[src/rtl/muldiv_unit_if.sv]
`default_nettype none
// ============================================================================
// Module      : muldiv_unit_if
// Description : Request/response bundle between the EX-stage controller
//               (master) and the iterative RV32M multiply/divide unit (slave).
//               start  - request, sampled only while the unit is idle
//               flush  - abort an in-flight operation / block a request
//               select - operation code (M-extension codes, see muldiv_unit)
//               data1  - rs1 operand (multiplicand / dividend)
//               data2  - rs2 operand (multiplier / divisor)
//               result - registered result, holds the last completed value
//               busy   - high while an operation is in flight
//               valid  - one-cycle pulse, result is valid in that cycle
// Revision    : 1.0 - initial release
// ============================================================================
interface muldiv_unit_if;
   logic        start;
   logic        flush;
   logic [4:0]  select;
   logic [31:0] data1;
   logic [31:0] data2;
   logic [31:0] result;
   logic        busy;
   logic        valid;

   modport master (
      output start, flush, select, data1, data2,
      input  result, busy, valid
   );

   modport slave (
      input  start, flush, select, data1, data2,
      output result, busy, valid
   );
endinterface
`default_nettype wire

[src/rtl/muldiv_unit.sv]
`default_nettype none
// ============================================================================
// Module      : muldiv_unit
// Description : Iterative RV32M execution unit. A request accepted in IDLE
//               runs 32 iterations of shift-add multiply or restoring divide
//               on operand magnitudes; the sign is applied at the final
//               iteration, where the registered result and a one-cycle valid
//               pulse are produced. Latency is fixed at 32 cycles.
// Ports       : clk - rising-edge clock
//               rst - asynchronous active-high reset, clears all state
//               bus - muldiv_unit_if slave modport (start, flush, select,
//                     data1, data2 in; result, busy, valid out)
// Revision    : 1.0 - initial release
// ============================================================================
module muldiv_unit (
   input  logic          clk,
   input  logic          rst,
   muldiv_unit_if.slave  bus
);

   // Operation codes shared with the single-cycle ALU decode.
   localparam logic [4:0] c_sel_mul    = 5'b01000;
   localparam logic [4:0] c_sel_mulh   = 5'b01001;
   localparam logic [4:0] c_sel_mulhsu = 5'b01010;
   localparam logic [4:0] c_sel_mulhu  = 5'b01011;
   localparam logic [4:0] c_sel_div    = 5'b01100;
   localparam logic [4:0] c_sel_divu   = 5'b01101;
   localparam logic [4:0] c_sel_rem    = 5'b01110;
   localparam logic [4:0] c_sel_remu   = 5'b01111;

   typedef enum logic [0:0] {
      S_IDLE = 1'b0,
      S_CALC = 1'b1
   } state_t;

   state_t      r_state;
   state_t      w_state_nxt;

   logic [4:0]  r_sel;
   logic [31:0] r_a;        // magnitude of data1
   logic [31:0] r_b;        // magnitude of data2
   logic [31:0] r_d1;       // original data1, returned by REM/REMU x/0
   logic        r_neg;      // final result must be negated
   logic        r_dz;       // divisor was zero
   logic        r_ovf;      // signed 0x80000000 / -1
   logic [4:0]  r_cnt;
   logic [63:0] r_acc;      // product, or quotient in [31:0] when dividing
   logic [31:0] r_rem;      // partial remainder
   logic [31:0] r_result;
   logic        r_valid;

   // ---------------------------------------------------------------------
   // Request decode (operates on the live inputs, used only at accept)
   // ---------------------------------------------------------------------
   logic        w_is_m;
   logic        w_s1_signed;
   logic        w_s2_signed;
   logic        w_neg1;
   logic        w_neg2;
   logic [31:0] w_mag1;
   logic [31:0] w_mag2;
   logic        w_res_neg;
   logic        w_ovf_in;
   logic        w_accept;
   logic        w_calc;

   assign w_is_m      = bus.select inside {c_sel_mul, c_sel_mulh, c_sel_mulhsu, c_sel_mulhu,
                                           c_sel_div, c_sel_divu, c_sel_rem, c_sel_remu};
   assign w_s1_signed = bus.select inside {c_sel_mulh, c_sel_mulhsu, c_sel_div, c_sel_rem};
   assign w_s2_signed = bus.select inside {c_sel_mulh, c_sel_div, c_sel_rem};
   assign w_neg1      = w_s1_signed & bus.data1[31];
   assign w_neg2      = w_s2_signed & bus.data2[31];
   // 0x80000000 negates to itself, which reads correctly as unsigned 2^31.
   assign w_mag1      = w_neg1 ? (32'd0 - bus.data1) : bus.data1;
   assign w_mag2      = w_neg2 ? (32'd0 - bus.data2) : bus.data2;
   // Remainder takes the dividend sign; everything else the XOR of signs.
   assign w_res_neg   = (bus.select inside {c_sel_rem, c_sel_remu}) ? w_neg1 : (w_neg1 ^ w_neg2);
   assign w_ovf_in    = (bus.select inside {c_sel_div, c_sel_rem}) &&
                        (bus.data1 == 32'h8000_0000) && (bus.data2 == 32'hFFFF_FFFF);

   assign w_accept    = (r_state == S_IDLE) && bus.start && !bus.flush && w_is_m;
   assign w_calc      = (r_state == S_CALC) && !bus.flush;

   // ---------------------------------------------------------------------
   // One iteration, MSB first: r_cnt selects the operand bit consumed.
   // ---------------------------------------------------------------------
   logic        w_is_div;
   logic [63:0] w_acc_mul;
   logic [32:0] w_shift;     // 33-bit shifted partial remainder
   logic        w_ge;
   logic [31:0] w_rem_div;
   logic [31:0] w_quo_div;
   logic [63:0] w_acc_nxt;

   assign w_is_div  = r_sel inside {c_sel_div, c_sel_divu, c_sel_rem, c_sel_remu};
   assign w_acc_mul = (r_acc << 1) + (r_b[r_cnt] ? {32'd0, r_a} : 64'd0);
   assign w_shift   = {r_rem, r_a[r_cnt]};
   assign w_ge      = (w_shift >= {1'b0, r_b});
   // When w_ge holds the difference is below r_b, so 32 bits are exact.
   assign w_rem_div = w_ge ? (w_shift[31:0] - r_b) : w_shift[31:0];
   assign w_quo_div = {r_acc[30:0], w_ge};
   assign w_acc_nxt = w_is_div ? {32'd0, w_quo_div} : w_acc_mul;

   // ---------------------------------------------------------------------
   // Final result, applied on the iteration with r_cnt == 0
   // ---------------------------------------------------------------------
   logic [63:0] w_prod;
   logic [31:0] w_quo;
   logic [31:0] w_rem;
   logic [31:0] w_result;

   assign w_prod = r_neg ? (64'd0 - w_acc_mul) : w_acc_mul;
   assign w_quo  = r_neg ? (32'd0 - w_quo_div) : w_quo_div;
   assign w_rem  = r_neg ? (32'd0 - w_rem_div) : w_rem_div;

   always_comb begin
      w_result = 32'd0;
      case (r_sel)
         c_sel_mul:                            w_result = w_prod[31:0];
         c_sel_mulh, c_sel_mulhsu, c_sel_mulhu: w_result = w_prod[63:32];
         c_sel_div, c_sel_divu: begin
            if (r_dz)       w_result = 32'hFFFF_FFFF;
            else if (r_ovf) w_result = 32'h8000_0000;
            else            w_result = w_quo;
         end
         c_sel_rem, c_sel_remu: begin
            if (r_dz)       w_result = r_d1;
            else if (r_ovf) w_result = 32'd0;
            else            w_result = w_rem;
         end
         default:                              w_result = 32'd0;
      endcase
   end

   // ---------------------------------------------------------------------
   // Control FSM
   // ---------------------------------------------------------------------
   always_ff @(posedge clk or posedge rst) begin
      if (rst) r_state <= S_IDLE;
      else     r_state <= w_state_nxt;
   end

   always_comb begin
      w_state_nxt = r_state;
      case (r_state)
         S_IDLE: if (w_accept) w_state_nxt = S_CALC;
         S_CALC: if (bus.flush || (r_cnt == 5'd0)) w_state_nxt = S_IDLE;
         default: w_state_nxt = S_IDLE;
      endcase
   end

   // ---------------------------------------------------------------------
   // Datapath
   // ---------------------------------------------------------------------
   always_ff @(posedge clk or posedge rst) begin
      if (rst) begin
         r_sel    <= 5'd0;
         r_a      <= 32'd0;
         r_b      <= 32'd0;
         r_d1     <= 32'd0;
         r_neg    <= 1'b0;
         r_dz     <= 1'b0;
         r_ovf    <= 1'b0;
         r_cnt    <= 5'd0;
         r_acc    <= 64'd0;
         r_rem    <= 32'd0;
         r_result <= 32'd0;
         r_valid  <= 1'b0;
      end else begin
         r_valid <= 1'b0;
         if (w_accept) begin
            r_sel <= bus.select;
            r_a   <= w_mag1;
            r_b   <= w_mag2;
            r_d1  <= bus.data1;
            r_neg <= w_res_neg;
            r_dz  <= (bus.data2 == 32'd0);
            r_ovf <= w_ovf_in;
            r_cnt <= 5'd31;
            r_acc <= 64'd0;
            r_rem <= 32'd0;
         end else if (w_calc) begin
            r_acc <= w_acc_nxt;
            r_rem <= w_rem_div;
            if (r_cnt == 5'd0) begin
               r_result <= w_result;
               r_valid  <= 1'b1;
            end else begin
               r_cnt <= r_cnt - 5'd1;
            end
         end
      end
   end

   assign bus.result = r_result;
   assign bus.valid  = r_valid;
   assign bus.busy   = (r_state == S_CALC);

endmodule
`default_nettype wire

[src/flat_wrapper.sv]
// flat-port wrapper written by rule: the top's interface ports become plain ports
module muldiv_unit_flat 
  (clk, rst, bus_start, bus_flush, bus_select, bus_data1, bus_data2, bus_result, bus_busy, bus_valid);
  muldiv_unit_if bus_i ();
  input  logic clk;
  input  logic rst;
  input wire logic [$bits(bus_i.start)-1:0] bus_start;
  input wire logic [$bits(bus_i.flush)-1:0] bus_flush;
  input wire logic [$bits(bus_i.select)-1:0] bus_select;
  input wire logic [$bits(bus_i.data1)-1:0] bus_data1;
  input wire logic [$bits(bus_i.data2)-1:0] bus_data2;
  output wire logic [$bits(bus_i.result)-1:0] bus_result;
  output wire logic [$bits(bus_i.busy)-1:0] bus_busy;
  output wire logic [$bits(bus_i.valid)-1:0] bus_valid;
  assign bus_i.start = bus_start;
  assign bus_i.flush = bus_flush;
  assign bus_i.select = bus_select;
  assign bus_i.data1 = bus_data1;
  assign bus_i.data2 = bus_data2;
  assign bus_result = bus_i.result;
  assign bus_busy = bus_i.busy;
  assign bus_valid = bus_i.valid;
  muldiv_unit u_core (.clk(clk), .rst(rst), .bus(bus_i));
endmodule
[config.mk]
export PLATFORM = sky130hd
export DESIGN_NAME = muldiv_unit_flat
export DESIGN_NICKNAME = d
export VERILOG_FILES = /design/src/rtl/muldiv_unit_if.sv /design/src/rtl/muldiv_unit.sv /design/src/flat_wrapper.sv
export SDC_FILE = /design/constraint.sdc
export NUM_CORES = 1
export LEC_CHECK = 0
export CAP_MARGIN = 40
export CORE_ASPECT_RATIO = 0.5
export CORE_MARGIN = 4
export CORE_UTILIZATION = 60
export CTS_CLUSTER_SIZE = 40
export DETAILED_ROUTE_END_ITERATION = 12
export GPL_TIMING_DRIVEN = 0
export PLACE_DENSITY = 0.8
export SKIP_LAST_GASP = 1
export SLEW_MARGIN = 10
export SYNTH_ARGS = -nofsm -noshare
export SYNTH_HDL_FRONTEND = slang
export SYNTH_SLANG_ARGS = --single-unit
[constraint.sdc]
create_clock -name clk -period 10.1 [get_ports clk]
set_input_delay 2.525 -clock clk [delete_from_list [all_inputs] [get_ports clk]]
set_output_delay 2.525 -clock clk [all_outputs]
set_load 0.02 [all_outputs]
==> results.py <==
metrics = {
    "yosys": {
        "synthDominantCellAreaShare_pct": 27.8,
        "synthFlopType": "sky130_fd_sc_hd__dfrtp_1",
        "synth.avg_cell_area_sq_um": 7.91,
        "synthesis.nets": 2845,
        "synth_most_common_cell": "sky130_fd_sc_hd__nand2_1",
        "synth.yosys.warnings": 0,
        "ys_ff_latch": 237,
        "post_synthesis_cell_area_sq_um": 21400,
        "synth-edff-count": 0,
        "netlist_top_cells_count": "sky130_fd_sc_hd__nand2_1 (342), sky130_fd_sc_hd__o21ai_0 (316), sky130_fd_sc_hd__dfrtp_1 (237)",
        "yosysSeqAreaShare_pct": 27.8,
        "netlist_instances": 2699,
        "synthDominantAreaCellType": "sky130_fd_sc_hd__dfrtp_1",
        "post_synth_arst_share_pct": 100,
        "synthDistinctLibCells": 95,
        "netlist_top_cells_area": "sky130_fd_sc_hd__dfrtp_1 (28%), sky130_fd_sc_hd__o21ai_0 (7.4%), sky130_fd_sc_hd__nand2_1 (6.0%), sky130_fd_sc_hd__xnor2_1 (4.9%), sky130_fd_sc_hd__xor2_1 (4.4%)",
    },
    "sta": {
        "worst_case_clock_skew_ns": 0.0215,
        "final.period_utilization_pct": 91.6,
        "maxClockFrequency_ghz": 0.108,
        "rsz0062_at_grt": "no",
        "setup_total_negative_slack_ns": 0,
        "final-max-slew-violation-count": 0,
        "worst_pin_slew_ns": 0.980,
        "setup_ws_ns": 0.844,
        "max_slew_margin_vs_limit_pct": 34.2,
        "finalSetupViolations": 0,
        "layout_min_cycle_time_ns": 9.26,
        "report.final.hold_viol_count": 0,
    },
    "layout": {
        "final_net_count": 2985,
        "syn2layout_area_growth_pct": 11.8,
        "final_layout_size_suffix_gt1_share_pct": 5.29,
        "multiInputGateArea_sq_um": 14500,
        "flip_flop_and_latch_area_sq_um": 5930,
        "filler_cell_count": 2879,
        "finalNonFillerCells": 3331,
    },
    "setup_path": {
        "critical_path_required_ns": 10.53,
        "critical_path.max_fanout": 10,
        "cp_data_arrival_time_ns": 9.69,
        "cp-start-kind": "flip-flop",
        "r2r-start": "u_core.r_cnt[2]",
        "critPathKind": "reg2reg",
        "critical_path.startpoint": "u_core.r_cnt[2]",
        "critPathCaptureType": "flip-flop",
    },
    "drt": {
        "drt_first_pass_iters": 7,
        "routedWlPerCell_microns": 26.6,
        "detail-route-antenna-nets": 0,
        "vias_after_detailed_routing": 23700,
        "detailed_route_iter0_violations": 3846,
        "routed_wirelength_mm": 88.7,
        "drc_errors": 0,
        "vias_per_cell": 7.13,
    },
    "place": {
        "worst_slack_at_placement_ns": 1.34,
        "gpl.final_weighted_congestion": 1.09,
        "port_buffers": 106,
        "dp_hpwl_mm": 69.9,
        "place_inst": 3288,
    },
    "cts": {
        "clk_transition_reported_paths_ns": 0.07,
        "post-cts-setup-buffer-count": 0,
        "cts_max_path_buffers": 3,
        "cts_inserted_buffers": 23,
        "cts-hold-fix-buffers": 0,
        "clock_root_buffer": "sky130_fd_sc_hd__clkbuf_16",
        "cts.htree.levels": 1,
        "cts_tree": "built",
        "clock_sinks": 237,
        "clock_insertion_delay_worst_skew_ns": 0.56,
        "post_cts_resized": 0,
    },
    "global_route": {
        "grt_start_max_net_pins": 118,
        "grt_pass1_wl_mm": 132,
        "grt_antenna_before_repair": 1,
        "globalRoute.totalOverflow": 0,
        "grt_pass1_vias": 21400,
        "global_route.usage.total_pct": 44.2,
    },
    "job": {
        "maxCapViolCount": 0,
    },
    "pwr": {
        "total_power_mw": 6.96,
        "leakage_nw": 9.79,
        "max_vdd_drop_mv": 0.263,
        "p_per_area_nw_per_um2": 291,
    },
    "floorplan": {
        "die_area_sq_um": 38900,
        "initial_core_util_pct": 61.4,
        "die_height_microns": 141,
        "floorplan.core_area_sq_um": 34800,
        "row_count": 48,
        "num_io_pins": 107,
        "chipWidth_microns": 275,
    },
    "worst_hold_path": {
        "holdCritPathClass": "reg2reg",
        "hold_start": "u_core.bus.result[16]",
    },
    "run_status": {
        "outcome": "complete, no violations",
    },
}
[path summary, 6_finish.rpt]
check / end / slack [ns] / cells past startpoint
min in group asynchronous: u_core.r_b[11] / 2.28 / 2
hold reg to reg: u_core.bus.result[16] / 0.50 / 2
setup / recovery: u_core.bus.result[14] / 0.84 / 27
setup reg to reg: u_core.bus.result[14] / 0.84 / 27
max in group asynchronous: u_core.r_acc[50] / 6.96 / 3
hold / removal: u_core.bus.result[16] / 0.50 / 2
[cells in the final DEF (no fill, tap or decap), drive strengths merged, types with 15 or more instances in the layout]
| cell | Yosys | routed |
|---|---|---|
| dfrtp | 237 | 237 |
| inv | 74 | 75 |
| and2 | 55 | 55 |
| nand3 | 67 | 67 |
| a211oi | 28 | 28 |
| a22o | 16 | 16 |
| a21o | 35 | 35 |
| nand2b | 29 | 29 |
| xor2 | 107 | 107 |
| nor4 | 43 | 43 |
| xnor2 | 119 | 119 |
| nand2 | 342 | 342 |
| buf | 21 | 28 |
| nor3 | 58 | 58 |
| a22oi | 25 | 25 |
| a21oi | 174 | 174 |
| o21ai | 323 | 323 |
| o21a | 15 | 15 |
| nor2 | 158 | 158 |
| clkbuf | 136 | 168 |
| mux2 | 36 | 36 |
| clkdlybuf4s50 | 0 | 106 |
| o211ai | 25 | 25 |
| or3 | 31 | 31 |
| mux2i | 58 | 58 |
| nand4 | 51 | 51 |
| a31oi | 17 | 17 |
| o41ai | 19 | 19 |
| and3 | 28 | 28 |
| o31ai | 46 | 46 |
| ha | 71 | 71 |
[critical path, stage by stage, from the launching register on]
cell and delay, ns:
sky130_fd_sc_hd__dfrtp_1 0.39, sky130_fd_sc_hd__buf_1 0.69, sky130_fd_sc_hd__clkbuf_1 0.71, sky130_fd_sc_hd__mux2i_1 0.37
sky130_fd_sc_hd__a22oi_1 0.25, sky130_fd_sc_hd__a211o_1 0.14, sky130_fd_sc_hd__and4_1 0.35, sky130_fd_sc_hd__inv_1 0.08
sky130_fd_sc_hd__ha_1 0.20, sky130_fd_sc_hd__nand2b_1 0.18, sky130_fd_sc_hd__a21o_1 0.22, sky130_fd_sc_hd__a2111o_1 0.42
sky130_fd_sc_hd__o211ai_1 0.29, sky130_fd_sc_hd__a21o_1 0.20, sky130_fd_sc_hd__buf_2 0.22, sky130_fd_sc_hd__buf_2 0.36
sky130_fd_sc_hd__buf_2 0.38, sky130_fd_sc_hd__clkbuf_1 0.75, sky130_fd_sc_hd__mux2i_1 0.40, sky130_fd_sc_hd__ha_1 0.30
sky130_fd_sc_hd__nand2_1 0.09, sky130_fd_sc_hd__nor2_1 0.29, sky130_fd_sc_hd__nand3_1 0.12, sky130_fd_sc_hd__a22o_1 0.35
sky130_fd_sc_hd__and3_1 0.24, sky130_fd_sc_hd__o21ai_0 0.59, sky130_fd_sc_hd__a21oi_1 0.19, sky130_fd_sc_hd__a221o_1 0.31
[report_power, final]
part | internal (mW) | switching [mW] | total, mW
clock | 0.501 | 0.416 | 0.917
combinational | 1.52 | 3.16 | 4.68
sequential | 1.11 | 0.258 | 1.37
[sequential cells by signal, indices dropped and copies added (netlist names), 5 cells and up]
register	cells
u_core.r_cnt	5
u_core.r_a	31
u_core.r_b	32
u_core.bus.result	32
u_core.r_sel	5
u_core.r_acc	63
u_core.r_rem	32
u_core.r_d1	32
[layer usage]
layer  track usage [%]  wire length [microns]  vias to the layer above
met4              12.0                   3280                        4
met1              63.8                  36000                    11400
met5                 0                     28                        -
met3              16.1                  14300                      282
met2              62.2                  35100                     1825
li1                  -                      -                    10300
[through the flow]
stage	hold slack (ns)	utilization (%)	instance area, sq um
floorplan	0.445	-	21400
global placement	0.470	66.2	23000
detailed placement	0.486	66.5	23100
CTS	0.501	68.7	23900
global route	0.530	68.7	23900
finish	0.501	68.7	23900
[kinds of logic after synthesis]
kind of cell               synth area share [%]
AOI/OAI and AO/OA                          26.5
xor gates and xnor gates                   9.27
adders and majority gates                  4.35
buffers and inverters                      4.20
DFF                                        27.8
muxes                                      6.09
and+or+nand+nor                            21.8
[final cells by class]
type,instances,area share [%]
diodes,1,0.0105
plain buffers,157,2.56
clock buffers,31,2.70
clock inverters,10,0.445
inverters,76,1.23
multi-input cells,2229,60.9
flip-flops and latches,237,24.8
well taps,475,2.49
repair buffers,115,4.88
Power figures use the tool's default switching activity.
